### src/rtl/bcd_conv_sched_pkg.sv
// Shared types and sizing helpers for the BCD converter scheduler.
//   state_t      : scheduler FSM states
//   id_width()   : requester index width (at least 1 bit)
//   tcnt_width() : width of the completion timeout counter
package bcd_conv_sched_pkg;

    typedef enum logic [2:0] {
        IDLE,
        ISSUE,
        WAIT_CLR,
        WAIT_SET,
        RESP
    } state_t;

    function automatic int unsigned id_width(input int unsigned n);
        return (n < 2) ? 1 : $clog2(n);
    endfunction

    localparam int unsigned DEF_N_REQ = 4;
    localparam int unsigned ID_W      = id_width(DEF_N_REQ);

    // Holds values 0..t-1, the last one being the timeout threshold.
    function automatic int unsigned tcnt_width(input int unsigned t);
        return (t < 2) ? 1 : $clog2(t);
    endfunction

endpackage

### src/rtl/bcd_conv_sched_rr_arbiter.sv
// Combinational round-robin arbiter.
//   req : request vector
//   ptr : highest-priority index this cycle (register lives in the parent)
//   en  : when low, no grant is produced
//   gnt : one-hot grant
//   idx : encoded index of the granted requester
//   any : a grant was produced
module rr_arbiter
    import bcd_conv_sched_pkg::*;
#(
    parameter int unsigned N_REQ = 4
) (
    input  logic [N_REQ-1:0]         req,
    input  logic [$clog2(N_REQ)-1:0] ptr,
    input  logic                     en,
    output logic [N_REQ-1:0]         gnt,
    output logic [$clog2(N_REQ)-1:0] idx,
    output logic                     any
);

    localparam int unsigned IDW = id_width(N_REQ);

    int unsigned     pos;
    logic [IDW-1:0]  sel;

    // Scan from ptr upward, wrapping modulo N_REQ; first request found wins.
    always_comb begin
        gnt = '0;
        idx = '0;
        any = 1'b0;
        pos = 0;
        sel = '0;
        for (int unsigned k = 0; k < N_REQ; k++) begin
            pos = (32'(ptr) + k) % N_REQ;
            sel = IDW'(pos);
            if (en && !any && req[sel]) begin
                any      = 1'b1;
                gnt[sel] = 1'b1;
                idx      = sel;
            end
        end
    end

endmodule

### src/rtl/bcd_conv_sched.sv
// Round-robin scheduler sharing one binary-to-BCD converter among N_REQ
// requesters.
//   req_valid/req_data/req_ready : per-requester request handshake
//   rsp_valid/rsp_ready          : response handshake
//   rsp_id/rsp_digits/rsp_error  : served index, BCD digits, timeout flag
//   cnv_write/cnv_data           : converter load strobe and operand
//   cnv_done/cnv_digits          : converter completion flag and result
//   busy                         : high whenever a transaction is open
module bcd_conv_sched
    import bcd_conv_sched_pkg::*;
#(
    parameter int unsigned WIDTH       = 8,
    parameter int unsigned DIGIT_COUNT = 3,
    parameter int unsigned N_REQ       = 4,
    parameter int unsigned TIMEOUT     = 64
) (
    input  logic                       clk,
    input  logic                       rst_n,
    input  logic [N_REQ-1:0]           req_valid,
    input  logic [N_REQ*WIDTH-1:0]     req_data,
    output logic [N_REQ-1:0]           req_ready,
    output logic                       rsp_valid,
    input  logic                       rsp_ready,
    output logic [$clog2(N_REQ)-1:0]   rsp_id,
    output logic [DIGIT_COUNT*4-1:0]   rsp_digits,
    output logic                       rsp_error,
    output logic                       cnv_write,
    output logic [WIDTH-1:0]           cnv_data,
    input  logic                       cnv_done,
    input  logic [DIGIT_COUNT*4-1:0]   cnv_digits,
    output logic                       busy
);

    localparam int unsigned IDW = id_width(N_REQ);
    localparam int unsigned TW  = tcnt_width(TIMEOUT);
    localparam logic [TW-1:0] T_LIM = TW'(TIMEOUT - 1);

    state_t                   state, state_nx;
    logic [IDW-1:0]           rr_ptr;
    logic [IDW-1:0]           id_q;
    logic [TW-1:0]            tcnt;
    logic [WIDTH-1:0]         cnv_data_q;
    logic [DIGIT_COUNT*4-1:0] rsp_digits_q;
    logic [IDW-1:0]           rsp_id_q;
    logic                     rsp_error_q;

    logic [N_REQ-1:0]         gnt;
    logic [IDW-1:0]           gnt_idx;
    logic                     gnt_any;
    logic                     arb_en;

    logic                     ld_grant, ld_ok, ld_to, tcnt_clr, tcnt_inc;

    // Gating with rst_n keeps req_ready low while reset is held, even
    // though the state register already reads IDLE.
    assign arb_en = (state == IDLE) && rst_n;

    rr_arbiter #(.N_REQ(N_REQ)) u_arb (
        .req (req_valid),
        .ptr (rr_ptr),
        .en  (arb_en),
        .gnt (gnt),
        .idx (gnt_idx),
        .any (gnt_any)
    );

    assign req_ready  = gnt;
    assign cnv_data   = cnv_data_q;
    assign rsp_digits = rsp_digits_q;
    assign rsp_id     = rsp_id_q;
    assign rsp_error  = rsp_error_q;

    always_comb begin
        state_nx  = state;
        cnv_write = 1'b0;
        rsp_valid = 1'b0;
        busy      = (state != IDLE);
        ld_grant  = 1'b0;
        ld_ok     = 1'b0;
        ld_to     = 1'b0;
        tcnt_clr  = 1'b0;
        tcnt_inc  = 1'b0;
        case (state)
            IDLE: begin
                if (gnt_any) begin
                    ld_grant = 1'b1;
                    state_nx = ISSUE;
                end
            end
            ISSUE: begin
                cnv_write = 1'b1;
                tcnt_clr  = 1'b1;
                state_nx  = WAIT_CLR;
            end
            // A done flag still high from the previous conversion must
            // fall before the rising edge can be trusted.
            WAIT_CLR: begin
                if (tcnt == T_LIM) begin
                    ld_to    = 1'b1;
                    state_nx = RESP;
                end else begin
                    tcnt_inc = 1'b1;
                    if (!cnv_done) state_nx = WAIT_SET;
                end
            end
            WAIT_SET: begin
                if (cnv_done) begin
                    ld_ok    = 1'b1;
                    state_nx = RESP;
                end else if (tcnt == T_LIM) begin
                    ld_to    = 1'b1;
                    state_nx = RESP;
                end else begin
                    tcnt_inc = 1'b1;
                end
            end
            RESP: begin
                rsp_valid = 1'b1;
                if (rsp_ready) state_nx = IDLE;
            end
            default: state_nx = IDLE;
        endcase
    end

    always_ff @(posedge clk or negedge rst_n) begin
        if (!rst_n) begin
            state        <= IDLE;
            rr_ptr       <= '0;
            id_q         <= '0;
            tcnt         <= '0;
            cnv_data_q   <= '0;
            rsp_digits_q <= '0;
            rsp_id_q     <= '0;
            rsp_error_q  <= 1'b0;
        end else begin
            state <= state_nx;
            if (ld_grant) begin
                cnv_data_q <= req_data[32'(gnt_idx) * WIDTH +: WIDTH];
                id_q       <= gnt_idx;
                rr_ptr     <= (gnt_idx == IDW'(N_REQ - 1)) ? '0 : gnt_idx + 1'b1;
            end
            if (tcnt_clr) begin
                tcnt <= '0;
            end else if (tcnt_inc) begin
                tcnt <= tcnt + 1'b1;
            end
            if (ld_ok) begin
                rsp_digits_q <= cnv_digits;
                rsp_id_q     <= id_q;
                rsp_error_q  <= 1'b0;
            end else if (ld_to) begin
                rsp_digits_q <= '0;
                rsp_id_q     <= id_q;
                rsp_error_q  <= 1'b1;
            end
        end
    end

endmodule

### config.mk
export PLATFORM = sky130hd
export DESIGN_NAME = bcd_conv_sched
export DESIGN_NICKNAME = d
export VERILOG_FILES = /design/src/rtl/bcd_conv_sched_pkg.sv /design/src/rtl/bcd_conv_sched_rr_arbiter.sv /design/src/rtl/bcd_conv_sched.sv
export SDC_FILE = /design/constraint.sdc
export NUM_CORES = 1
export LEC_CHECK = 0
export CAP_MARGIN = 5
export CELL_PAD_IN_SITES_DETAIL_PLACEMENT = 1
export CELL_PAD_IN_SITES_GLOBAL_PLACEMENT = 1
export CORE_MARGIN = 2
export CORE_UTILIZATION = 33
export CTS_BUF_LIST = sky130_fd_sc_hd__clkbuf_16
export DETAILED_ROUTE_END_ITERATION = 10
export GPL_TIMING_DRIVEN = 1
export PLACE_DENSITY_LB_ADDON = 0.1
export SLEW_MARGIN = 20
export SYNTH_ARGS = -nofsm -noshare
export SYNTH_HDL_FRONTEND = slang
export SYNTH_SLANG_ARGS = --single-unit
### constraint.sdc
create_clock -name clk -period 3.7 [get_ports clk]
set_input_delay 0.74 -clock clk [delete_from_list [all_inputs] [get_ports clk]]
set_output_delay 0.74 -clock clk [all_outputs]
set_load 0.01 [all_outputs]
==> qor.json <==
{
  "min_delay_path_depth": {"value": 2},
  "reg2regPathDepth": {"value": 8},
  "pin_count_of_the_biggest_net_entering_global_routing": {"value": 38},
  "p_per_area": {"value": 771.2, "unit": "mW/mm²"},
  "synth_flop_type": {"value": "sky130_fd_sc_hd__dfrtp_1"},
  "shortest_period_the_worst_path_allows": {"value": 3.264, "unit": "ns"},
  "routed_wl": {"value": 5.587, "unit": "mm"},
  "number_of_buffers_on_the_longest_clock_path": {"value": 2},
  "area_growth_from_synthesis_to_layout": {"value": 54.98, "unit": "%"},
  "drt-initial-drc-count": {"value": 51},
  "ys_seq_area_frac": {"value": 0.4345},
  "timing.critical_path.arrival": {"value": 2.52, "unit": "ns"},
  "synth-async-reset-ratio": {"value": 1.000},
  "numCtsBuffers": {"value": 5},
  "cts.sink_count": {"value": 36},
  "place.detailed.hpwl": {"value": 4.354, "unit": "mm"},
  "min_path_type": {"value": "reg -> reg"},
  "gp_congestion": {"value": 0.8420},
  "crit_fanout": {"value": 5},
  "die_y": {"value": 83.26, "unit": "µm"},
  "syn-instance-count": {"value": 185},
  "clkSlewWorstSetupHoldPaths": {"value": 0.05, "unit": "ns"},
  "report.final.hold_viol_count": {"value": 0},
  "final.hold.worst_slack": {"value": 0.4807, "unit": "ns"},
  "period_share": {"value": 0.8822},
  "setup_ws": {"value": 0.4359, "unit": "ns"},
  "avgViaCountPerCell": {"value": 5.110},
  "timing.critical_path.required": {"value": 2.96, "unit": "ns"},
  "ys_top_cells_by_count": {"value": "sky130_fd_sc_hd__dfrtp_1 (36), sky130_fd_sc_hd__nor2_1 (18), sky130_fd_sc_hd__mux2i_1 (16)"},
  "finish.net_count": {"value": 337},
  "setup.worst_path.end_class": {"value": "output pin"},
  "h-tree-depth": {"value": 2},
  "grt_first_pass_wirelength": {"value": 9.321, "unit": "mm"},
  "post_synthesis_net_count": {"value": 242},
  "detail_route.drc_violations": {"value": 0},
  "die_w": {"value": 83.26, "unit": "µm"},
  "final_cell_count_no_fill": {"value": 356},
  "syn_area": {"value": 0.002073, "unit": "mm²"},
  "post_synth_main_area_contributors": {"value": "sky130_fd_sc_hd__dfrtp_1 (43%), sky130_fd_sc_hd__mux2i_1 (7.7%), sky130_fd_sc_hd__a22o_1 (5.5%)"},
  "cts-hold-fix-buffers": {"value": 0},
  "io_buffers": {"value": 81},
  "floorplan.rows": {"value": 28},
  "route.detailed.wl_per_inst": {"value": 15.69, "unit": "µm"},
  "synth_largest_area_cell": {"value": "sky130_fd_sc_hd__dfrtp_1"},
  "ys_ff_latch": {"value": 36},
  "clock_insertion_delay_worst_skew": {"value": 0.27, "unit": "ns"},
  "final.fill_count": {"value": 641},
  "fmaxAchievable": {"value": 306.4, "unit": "MHz"},
  "synth-edff-count": {"value": 0},
  "postSynthAreaPerCell": {"value": 11.21, "unit": "µm²"},
  "grt_pass1_vias": {"value": 1894},
  "synthMostInstantiatedCell": {"value": "sky130_fd_sc_hd__dfrtp_1"},
  "route.antenna.remaining_nets": {"value": 0},
  "timing.clock.skew": {"value": 0.004503, "unit": "ns"},
  "overflow": {"value": 0},
  "rsz_0062_raised_after_global_routing": {"value": "false"},
  "critical_path_class": {"value": "in -> out"},
  "ioPinCount": {"value": 82},
  "tritoncts": {"value": "built"},
  "num_antenna_cells": {"value": 0},
  "fp.coreArea": {"value": 0.005991, "unit": "mm²"},
  "track_usage": {"value": 0.1647},
  "final_core_utilization": {"value": 0.5363},
  "cts_root_buf": {"value": "sky130_fd_sc_hd__clkbuf_16"},
  "setup.worst_path.start_class": {"value": "input port"},
  "max-cap-violations": {"value": 0},
  "p_leak": {"value": 0.001413, "unit": "µW"},
  "antenna_violations_before_repair": {"value": 0},
  "numPlacedInstances": {"value": 346},
  "ir_drop": {"value": 0.3398, "unit": "mV"},
  "die_area": {"value": 0.006932, "unit": "mm²"},
  "num_vias": {"value": 1819},
  "slew_viol_final": {"value": 0},
  "synth.yosys.warnings": {"value": 0},
  "worst_slew_pin_slew": {"value": 0.5836, "unit": "ns"},
  "first_pass_iters": {"value": 4},
  "power.total": {"value": 2478, "unit": "µW"},
  "outcome": {"value": "completed"},
  "max-slew-margin-rel": {"value": 0.6101},
  "post_route_cells_drive_above_1_share": {"value": 0.1601},
  "portion_of_synthesized_cell_area_occupied_by_the_leading_cell_type": {"value": 0.4345},
  "post-place-ws": {"value": -0.03280, "unit": "ns"},
  "floorplan.initialDensity": {"value": 0.3461},
  "setup_viol": {"value": 0},
  "yosysUniqueCellTypes": {"value": 44}
}
## placed cells by master, fill, tap and decap left out, drive strengths merged
| cell | instances |
|---|---|
| bufinv | 1 |
| clkinv | 2 |
| and2 | 1 |
| nor2 | 20 |
| inv | 9 |
| buf | 15 |
| a22o | 13 |
| a21o | 1 |
| or2 | 2 |
| clkdlybuf4s50 | 75 |
| a211oi | 1 |
| o211ai | 1 |
| nand4 | 4 |
| a211o | 1 |
| xor2 | 3 |
| xnor2 | 2 |
| o221ai | 4 |
| nand2 | 13 |
| mux4 | 4 |
| nor2b | 1 |
| ha | 5 |
| nand3 | 1 |
| dfrtp | 36 |
| a22oi | 10 |
| o21ai | 10 |
| clkbuf | 5 |
| mux2i | 16 |
| nor3b | 1 |
| a221oi | 5 |
| o21a | 1 |
| mux2 | 3 |
| nor3 | 1 |
| o32ai | 1 |
| a21oi | 4 |
| dlymetal6s2s | 5 |
| nand2b | 2 |
| and3 | 2 |
## critical path, stage by stage
cell                              delay (ns)
sky130_fd_sc_hd__clkdlybuf4s50_1        0.47
sky130_fd_sc_hd__mux4_2                 0.55
sky130_fd_sc_hd__nor2_4                 0.14
sky130_fd_sc_hd__and3_1                 0.24
sky130_fd_sc_hd__a22oi_1                0.11
sky130_fd_sc_hd__o21ai_0                0.08
sky130_fd_sc_hd__dlymetal6s2s_1         0.18
## cell families (layout without fill, tap and decap cells)
| kind of cell | after synthesis | count (layout) | synth area share |
|---|---|---|---|
| compound gates | 52 | 52 | 0.2167 |
| xor+xnor | 5 | 5 | 0.02113 |
| fa+ha+maj | 5 | 5 | 0.03018 |
| buf+inv | 16 | 112 | 0.04587 |
| flops | 36 | 36 | 0.4345 |
| mux | 23 | 23 | 0.1370 |
| simple gates | 48 | 48 | 0.1147 |
## through the flow
stage / cell area (µm²) / setup TNS, ns
after floorplan: 2073 / 0
after global placement: 3014 / 0
after detailed placement: 3014 / -0.08373
after CTS: 3181 / 0
after global routing: 3213 / 0
final: 3213 / 0
## sequential cells by signal (all words and copies together) (netlist names)
signal / count
id_q: 2
rr_ptr: 2
rsp_digits: 12
rsp_error: 1
rsp_id: 2
tcnt: 6
cnv_data: 8
state: 3
## what timing repair did
item                       4_1_cts  5_1_grt
setup endpoints to repair        4        4
gates cloned                     0        0
resized for setup                1        6
setup buffers                    0        2
## where the power goes
part / internal (µW) / switching, µW
Clock: 314 / 153
Sequential: 570 / 109
Combinational: 689 / 643
## metal layers
layer | GRT usage | routed length, µm | up-vias
li1 | - | - | 882
met5 | 0 | 0 | -
met4 | 0.04471 | 48 | 0
met1 | 0.2076 | 2475 | 887
met3 | 0.05368 | 324 | 4
met2 | 0.2713 | 2739 | 46
## final cells by class
type                       count  area [µm²]  area share
clock buffer                   5       125.1     0.03894
clock inverter                 3       38.79     0.01207
inverter                       9       35.03     0.01090
multi-input combinational    133        1096      0.3411
sequential                    36       900.9      0.2804
tap                           75       93.84     0.02921
timing repair buffer          95       923.4      0.2874
## final timing paths
kind                                      to          from  slack (ns)
worst max-delay path            req_ready[1]  req_valid[2]        0.44
worst min-delay path             cnv_data[7]   cnv_data[7]        0.48
worst max register to register   cnv_data[0]     rr_ptr[1]        1.00
worst min register to register   cnv_data[7]   cnv_data[7]        0.48
max in group asynchronous           state[0]         rst_n        2.86
min in group asynchronous          rr_ptr[0]         rst_n        0.52
Power figures use the tool's default switching activity.
